**config.mk**
```make
export PLATFORM = sky130hd
export DESIGN_NAME = ksa_engine
export DESIGN_NICKNAME = d
export VERILOG_FILES = /design/src/rtl/ksa_engine.sv
export SDC_FILE = /design/constraint.sdc
export NUM_CORES = 1
export LEC_CHECK = 0
export ABC_CLOCK_PERIOD_IN_PS = 3700
export CORE_ASPECT_RATIO = 2
export CORE_MARGIN = 5
export CORE_UTILIZATION = 45
export DETAILED_ROUTE_END_ITERATION = 6
export PLACE_DENSITY = 0.68
export SLEW_MARGIN = 20
export SYNTH_ARGS = -nofsm -noshare
export SYNTH_HDL_FRONTEND = slang
export SYNTH_SLANG_ARGS = --single-unit
export TNS_END_PERCENT = 10
```
**constraint.sdc**
```tcl
create_clock -name clk -period 3.7 [get_ports clk]
set_input_delay 0.37 -clock clk [delete_from_list [all_inputs] [get_ports clk]]
set_output_delay 0.37 -clock clk [all_outputs]
set_load 0.05 [all_outputs]
```
**src/rtl/ksa_engine.sv**
```systemverilog
// ksa_engine: RC4 key-scheduling engine driving an external single-port
// S-box RAM with one cycle of read latency. A run fills s[i]=i and then does
// the swap loop j = j + s[i] + key[i mod KEY_BYTES]; swap(s[i], s[j]).
// Optional feature: define KSA_CYCLE_CNT_EN to add a 32-bit cycle_cnt output
// that counts the busy cycles of the most recent run.
//
// Handshake: start is a single-cycle request that is accepted only in IDLE.
// busy stays high from the cycle after acceptance through the final write.
// done pulses for exactly one cycle once the run has finished.
module ksa_engine #(
  parameter int ADDR_W    = 8,
  parameter int DATA_W    = 8,
  parameter int KEY_BYTES = 3
) (
  input  logic                   clk,
  input  logic                   reset_n,
  input  logic                   start,
  input  logic [8*KEY_BYTES-1:0] secret_key,
  output logic                   busy,
  output logic                   done,
  output logic [ADDR_W-1:0]      mem_addr,
  output logic [DATA_W-1:0]      mem_wdata,
  output logic                   mem_wren,
  input  logic [DATA_W-1:0]      mem_rdata
`ifdef KSA_CYCLE_CNT_EN
  ,
  output logic [31:0]            cycle_cnt
`endif
);

  localparam int KIDX_W = (KEY_BYTES > 1) ? $clog2(KEY_BYTES) : 1;

  typedef enum logic [3:0] {
    S_IDLE, S_INIT, S_RD_I, S_LAT_I, S_RD_J, S_LAT_J, S_WR_I, S_WR_J, S_DONE
  } state_t;

  state_t                 state, state_nxt;
  logic [ADDR_W-1:0]      i, j;
  logic [KIDX_W-1:0]      kidx;
  logic [DATA_W-1:0]      si, sj;
  logic [8*KEY_BYTES-1:0] key_q;
  logic [7:0]             key_byte;

  // Select key byte kidx; byte 0 is the most significant byte of the key.
  always_comb begin
    key_byte = '0;
    for (int b = 0; b < KEY_BYTES; b++) begin
      if (kidx == KIDX_W'(b)) key_byte = key_q[8*(KEY_BYTES-1-b) +: 8];
    end
  end

  // State register; a reset in the middle of a run aborts it immediately.
  always_ff @(posedge clk) begin
    if (!reset_n) state <= S_IDLE;
    else          state <= state_nxt;
  end

  // Datapath registers: the counters, the captured S-box words and the latched key.
  always_ff @(posedge clk) begin
    if (!reset_n) begin
      i     <= '0;
      j     <= '0;
      kidx  <= '0;
      si    <= '0;
      sj    <= '0;
      key_q <= '0;
    end else begin
      case (state)
        S_IDLE: begin
          if (start) begin
            key_q <= secret_key;
            i     <= '0;
            j     <= '0;
            kidx  <= '0;
          end
        end
        S_INIT:  i <= i + 1'b1;  // wraps to 0 after the last entry
        S_LAT_I: begin
          si <= mem_rdata;
          // Truncating to ADDR_W bits gives the mod-DEPTH sum.
          j  <= j + ADDR_W'(mem_rdata) + ADDR_W'(key_byte);
        end
        S_LAT_J: sj <= mem_rdata;
        S_WR_J: begin
          i    <= i + 1'b1;
          kidx <= (kidx == KIDX_W'(KEY_BYTES - 1)) ? '0 : kidx + 1'b1;
        end
        default: ;
      endcase
    end
  end

  // Next-state logic plus the Moore outputs that drive the RAM.
  always_comb begin
    state_nxt = state;
    busy      = 1'b0;
    done      = 1'b0;
    mem_addr  = '0;
    mem_wdata = '0;
    mem_wren  = 1'b0;
    case (state)
      S_IDLE: if (start) state_nxt = S_INIT;
      S_INIT: begin
        busy      = 1'b1;
        mem_addr  = i;
        mem_wdata = DATA_W'(i);
        mem_wren  = 1'b1;
        if (i == '1) state_nxt = S_RD_I;
      end
      S_RD_I: begin
        busy      = 1'b1;
        mem_addr  = i;
        state_nxt = S_LAT_I;
      end
      S_LAT_I: begin
        busy      = 1'b1;
        state_nxt = S_RD_J;
      end
      S_RD_J: begin
        busy      = 1'b1;
        mem_addr  = j;
        state_nxt = S_LAT_J;
      end
      S_LAT_J: begin
        busy      = 1'b1;
        state_nxt = S_WR_I;
      end
      S_WR_I: begin
        busy      = 1'b1;
        mem_addr  = i;
        mem_wdata = sj;
        mem_wren  = 1'b1;
        state_nxt = S_WR_J;
      end
      S_WR_J: begin
        // When i == j this second write lands last, so the word keeps s[i].
        busy      = 1'b1;
        mem_addr  = j;
        mem_wdata = si;
        mem_wren  = 1'b1;
        state_nxt = (i == '1) ? S_DONE : S_RD_I;
      end
      S_DONE: begin
        done      = 1'b1;
        state_nxt = S_IDLE;
      end
      default: state_nxt = S_IDLE;
    endcase
  end

`ifdef KSA_CYCLE_CNT_EN
  // Run-length counter: cleared when a start is accepted, then held after done.
  always_ff @(posedge clk) begin
    if (!reset_n)                     cycle_cnt <= '0;
    else if (state == S_IDLE && start) cycle_cnt <= '0;
    else if (busy)                    cycle_cnt <= cycle_cnt + 32'd1;
  end
`endif

endmodule

```
==> flow_summary.json, run 1 <==
{
  "status": "finished, final reports clean",
  "finClkSkew_ps": 7.78,
  "most-common-layout-cells": "nand2_1 (82), dfxtp_1 (62), clkdlybuf4s50_1 (53), a21boi_0 (38), nand3_1 (21)",
  "clkLatencyLatePin_ps": 330,
  "fmax_mhz": 305,
  "drc": 0,
  "rsz0062_at_grt": "false",
  "place.port_buffers": 53,
  "slew_headroom": 0.411,
  "crit_arrival_ps": 2910,
  "cap_violations": 0,
  "cp-start-kind": "flop",
  "cts_setup_buffers": 0,
  "hold_end": "key_q[11]",
  "firstDrtPassIters": 6,
  "fin_hold_ws_ps": 467,
  "synth.area.top_cells": "dfxtp_1 (35%), nand2_1 (8.6%), a21boi_0 (8.0%), fa_1 (4.5%), mux2i_1 (4.5%)",
  "setup_tns_ps": 0,
  "slowest_stage": "clkdlybuf4s50_1",
  "place_congestion": 0.823,
  "peakVddDrop_mv": 0.262,
  "slew_viol_final": 0,
  "cts_made_buffers": 9,
  "antenna_found_initial": 0,
  "synth_top_flop_cell": "dfxtp_1",
  "drive_above_1_share": 0.0576,
  "ff2ff_path_depth": 10,
  "crit_path_end_kind": "primary output",
  "initial_core_util": 0.457,
  "dieArea_sq_mm": 0.00993,
  "overflow": 0,
  "clk_path_buf_depth": 2,
  "ys_types": 52,
  "power.density_mw_per_mm2": 396,
  "fin_ws_ps": 424,
  "worst-slew-pin-transition_ps": 884,
  "syn_area_per_cell_sq_um": 8.31,
  "hold_depth": 2,
  "ctsHtreeMaxLevel": 3,
  "dp_hpwl_mm": 6.05,
  "cts_sinks": 62,
  "hold_violations": 0,
  "synth_top_area_cell": "dfxtp_1",
  "core_sq_mm": 0.00783,
  "finalNetCount": 515,
  "antenna_left": 0,
  "vias": 3118,
  "root_buffer": "clkbuf_16",
  "wl_mm": 8.75,
  "syn_nets": 480,
  "ys_warn_count": 0,
  "synth-seq-cells": 62,
  "syn_area_sq_mm": 0.00357,
  "crit_fanout": 24,
  "cts-resized-gates": 0,
  "drt-wirelength-per-cell_um": 15.5,
  "final_common_cell": "nand2_1",
  "synth_edf_count": 0,
  "synth_cells": 430,
  "chipWidth_um": 73.0,
  "ys_seq_area_frac": 0.347,
  "area_delta_synth_final_pct": 22.6,
  "slowest_delay_ps": 820,
  "p_leak_nw": 1.59,
  "power_mw": 1.73,
  "fin_crit_ps": 3280,
  "grt_pass1_wl_mm": 14.4,
  "num_rows": 46,
  "synth_top_area_share": 0.347,
  "grt_max_degree": 66,
  "period_share": 0.885,
  "min_path_type": "flop to flop",
  "cp.required_ps": 3330,
  "r2r_start": "kidx[0]",
  "io_pins": 54,
  "grt.total_usage": 0.186,
  "final_util": 0.560,
  "clkTransAtPathRegs_ps": 50,
  "critical_path_class": "flop to primary output",
  "pre_cts_ws_ps": 629,
  "rr_endpoint": "j[7]",
  "cp_cell_sequence": "and2b_1 > inv_1 > o21ai_0 > a22oi_1 > nor2_1 > clkdlybuf4s50_1",
  "diodes": 0,
  "min_from": "key_q[11]",
  "holdBufCountCts": 0,
  "setup-violations-final": 0,
  "grt_pass1_vias": 3002,
  "die_y_um": 136,
  "rrSetupSlack_ps": 600,
  "vias_per_cell": 5.52,
  "cts_tree": "built",
  "drt_iter0_markers": 318,
  "async_flop_share": 0
}
cell type report:
class	count	area, sq um
fillers	761	3440
multi-input cells	318	2090
flip-flops and latches	62	1240
repair buffers	58	568
clock buffers	12	256
well taps	96	120
inverters	16	60.1
clock inverters	3	43.8
how the worst max path moves through the flow:
stage                        start           to  slack [ps]  depth (start not counted)
after floorplan            kidx[1]         j[7]         870                         12
after global placement     kidx[0]         j[7]         720                         12
after detailed placement   kidx[0]         j[7]         630                         10
after CTS                 state[0]  mem_addr[0]         450                          6
after global routing      state[0]  mem_addr[1]         230                          6
final                     state[0]  mem_addr[0]         420                          6
cells by family (layout without fill, tap and decap cells):
family,after synthesis,count (layout),share of synthesized area
buffers and inverters,50,89,0.0672
AO/OA/AOI/OAI,101,101,0.206
XOR/XNOR,5,5,0.0123
AND/OR/NAND/NOR,181,181,0.253
flip-flops,62,62,0.347
multiplexers,16,16,0.0448
adder cells (fa/ha/maj),15,15,0.0693
Yosys cell counts, types with 2 or more instances:
library cell / n
a21boi_0: 38
ha_1: 7
o21a_1: 3
or3_1: 4
a22oi_1: 4
a222oi_1: 8
o31ai_1: 2
nand3b_1: 3
mux2i_1: 16
nor2_1: 17
nor3_1: 6
clkbuf_1: 17
xnor2_1: 3
buf_2: 9
a21oi_1: 7
or2_2: 2
nand3_1: 21
a311oi_1: 5
xor2_1: 2
inv_1: 16
nand2_1: 82
a211oi_1: 2
and3_1: 5
fa_1: 8
dfxtp_1: 62
nand4_1: 3
buf_1: 2
buf_6: 5
o21ai_0: 16
nor2b_1: 14
a21boi_1: 2
and2_1: 5
a221oi_1: 5
nor2_4: 2
nand2b_1: 10
power by group:
group	leakage, nW	internal (mW)	switching (mW)	total (mW)
Sequential	0.503	0.687	0.0171	0.705
Clock	0.149	0.554	0.287	0.840
Combinational	0.935	0.0906	0.0989	0.189
Total	1.59	1.33	0.403	1.73
sequential cells by signal (all words and copies together) (netlist names):
name   count
j          8
si         8
kidx       2
sj         8
i          8
key_q     24
state      4
routing by layer:
layer | wire [um] | vias to the layer above | GRT usage
li1 | - | 1561 | -
met1 | 3890 | 1444 | 0.243
met2 | 4070 | 95 | 0.285
met3 | 487 | 18 | 0.0348
met4 | 308 | 0 | 0.102
met5 | 0 | - | 0
per-stage QoR:
step,area [sq um],instances
2_1_floorplan,3570,430
3_3_place_gp,4080,550
3_5_place_dp,4080,550
4_1_cts,4380,565
5_1_grt,4380,565
6_report,4380,565
worst max-delay path: cells and delay by family, from the launching register on:
kind | cells | cell delay [ps]
AO/OA/AOI/OAI | 2 | 440
buffers and inverters | 2 | 880
flip-flops | 1 | 780
AND/OR/NAND/NOR | 2 | 480
Note: power is estimated with default switching activity, not from simulation.
==> run 2: changes to the inputs <==
ABC_CLOCK_PERIOD_IN_PS = 3800   (was 3700)
CTS_CLUSTER_SIZE = 12   (was not set)
clock period = 3.8 ns   (was 3.7 ns; I/O delays follow)
==> flow_summary.json, run 2 (synthesis gave the netlist of run 1 again) <==
{
  "status": "finished, final reports clean",
  "p_seq_frac": 0.395,
  "num_rows": 46,
  "antenna_left": 0,
  "io_pins": 54,
  "setup_tns_ps": 0,
  "fin_hold_ws_ps": 464,
  "core_sq_mm": 0.00783,
  "ff2ff_path_depth": 12,
  "clk_path_buf_depth": 2,
  "antenna_found_initial": 0,
  "diodes": 0,
  "min_path_type": "flop to flop",
  "grt_pass1_wl_mm": 14.0,
  "rsz0062_at_grt": "false",
  "cap_violations": 0,
  "fin_crit_ps": 3340,
  "min_from": "key_q[19]",
  "hold_violations": 0,
  "grt_pass1_vias": 2858,
  "top_register": "key_q",
  "pre_cts_ws_ps": 642,
  "vias": 3109,
  "swShare": 0.230,
  "initial_core_util": 0.457,
  "multiInputGateArea_sq_mm": 0.00209,
  "hold_depth": 2,
  "final-seq-area_sq_mm": 0.00124,
  "final_util": 0.559,
  "fin_ws_ps": 464,
  "rr_endpoint": "j[7]",
  "drt_iter0_markers": 337,
  "power.density_mw_per_mm2": 396,
  "power_frac_clock": 0.499,
  "place_congestion": 0.789,
  "finClkSkew_ps": 5.38,
  "power_mw": 1.73,
  "area_delta_synth_final_pct": 22.4,
  "p_leak_nw": 1.58,
  "firstDrtPassIters": 5,
  "final_common_cell": "nand2_1",
  "slew_viol_final": 0,
  "drive_above_1_share": 0.0557,
  "combPwrFrac": 0.105,
  "cts_tree": "built",
  "cp-start-kind": "flop",
  "r2r_start": "kidx[0]",
  "chipWidth_um": 73.0,
  "peakVddDrop_mv": 0.405,
  "dpl_cell_area_sq_mm": 0.00406,
  "largest_register_ffs": 24,
  "root_buffer": "clkbuf_16",
  "fillers": 770,
  "crit_arrival_ps": 2960,
  "most-common-layout-cells": "nand2_1 (82), dfxtp_1 (62), clkdlybuf4s50_1 (52), a21boi_0 (38), nand3_1 (21)",
  "vias_per_cell": 5.52,
  "dieArea_sq_mm": 0.00993,
  "slew_headroom": 0.336,
  "worst-slew-pin-transition_ps": 996,
  "cp.required_ps": 3420,
  "fmax_mhz": 300,
  "grt.total_usage": 0.181,
  "critical_path_class": "flop to primary output",
  "cts_sinks": 62,
  "drc": 0,
  "hold_end": "key_q[19]",
  "cts-resized-gates": 0,
  "clkLatencyLatePin_ps": 330,
  "cts_made_buffers": 9,
  "instances_no_fill": 563,
  "finalNetCount": 512,
  "clkTransAtPathRegs_ps": 50,
  "internal_power_mw": 1.33,
  "fin_area_sq_mm": 0.00438,
  "dp_cells": 547,
  "period_share": 0.878,
  "setup-violations-final": 0,
  "dp_hpwl_mm": 5.99,
  "holdBufCountCts": 0,
  "crit_path_end_kind": "primary output",
  "wl_mm": 8.75,
  "rrSetupSlack_ps": 610,
  "grt_max_degree": 66,
  "die_y_um": 136,
  "overflow": 0,
  "place.port_buffers": 53,
  "ctsHtreeMaxLevel": 3,
  "drt-wirelength-per-cell_um": 15.5,
  "p_sw_mw": 0.398,
  "crit_fanout": 20,
  "cts_setup_buffers": 0
}
[run 2: changes by cell type in the layout (fill, tap and decap cells not counted), sizes merged]
cell           change
clkinvlp           +1
clkbuf             +2
buf                -2
clkinv             -2
clkdlybuf4s50      -1
[run 2: power by group through the flow]
stage | Sequential [mW] | Combinational, mW | Clock, mW
3_5_place_dp | 0.699 | 0.184 | 0
4_1_cts | 0.685 | 0.185 | 0.873
2_1_floorplan | 0.691 | 0.122 | 0
5_1_grt | 0.687 | 0.203 | 0.903
3_3_place_gp | 0.698 | 0.184 | 0
6_report | 0.685 | 0.183 | 0.865
[run 2: worst max-delay path, stage by stage, from the launching register on]
cell and delay [ps]:
dfxtp_1 790, nand2b_1 260, nor2_1 490, a222oi_1 180
inv_1 100, clkdlybuf4s50_1 800
[run 2: worst max path at each step]
stage          startpoint            to  cells after the start
2_1_floorplan     kidx[1]          j[7]                     12
3_3_place_gp      kidx[1]          j[7]                     10
3_5_place_dp      kidx[0]          j[7]                     12
4_1_cts          state[2]  mem_wdata[1]                      5
5_1_grt          state[2]  mem_wdata[1]                      5
6_report         state[2]  mem_wdata[2]                      5
[run 2: routing by layer]
layer / share of wire / vias up / global-route usage
met5: 0 / - / 0
met1: 0.46 / 1437 / 0.241
met4: 0.030 / 0 / 0.0832
met2: 0.46 / 87 / 0.277
met3: 0.052 / 21 / 0.0400
li1: - / 1564 / -
[run 2: cell type report]
cell class,instances,share of cell area
repair buffers,55,0.123
inverters,16,0.0137
clock inverters,2,0.00858
well taps,96,0.0274
multi-input cells,318,0.478
clock buffers,14,0.0649
flip-flops and latches,62,0.284
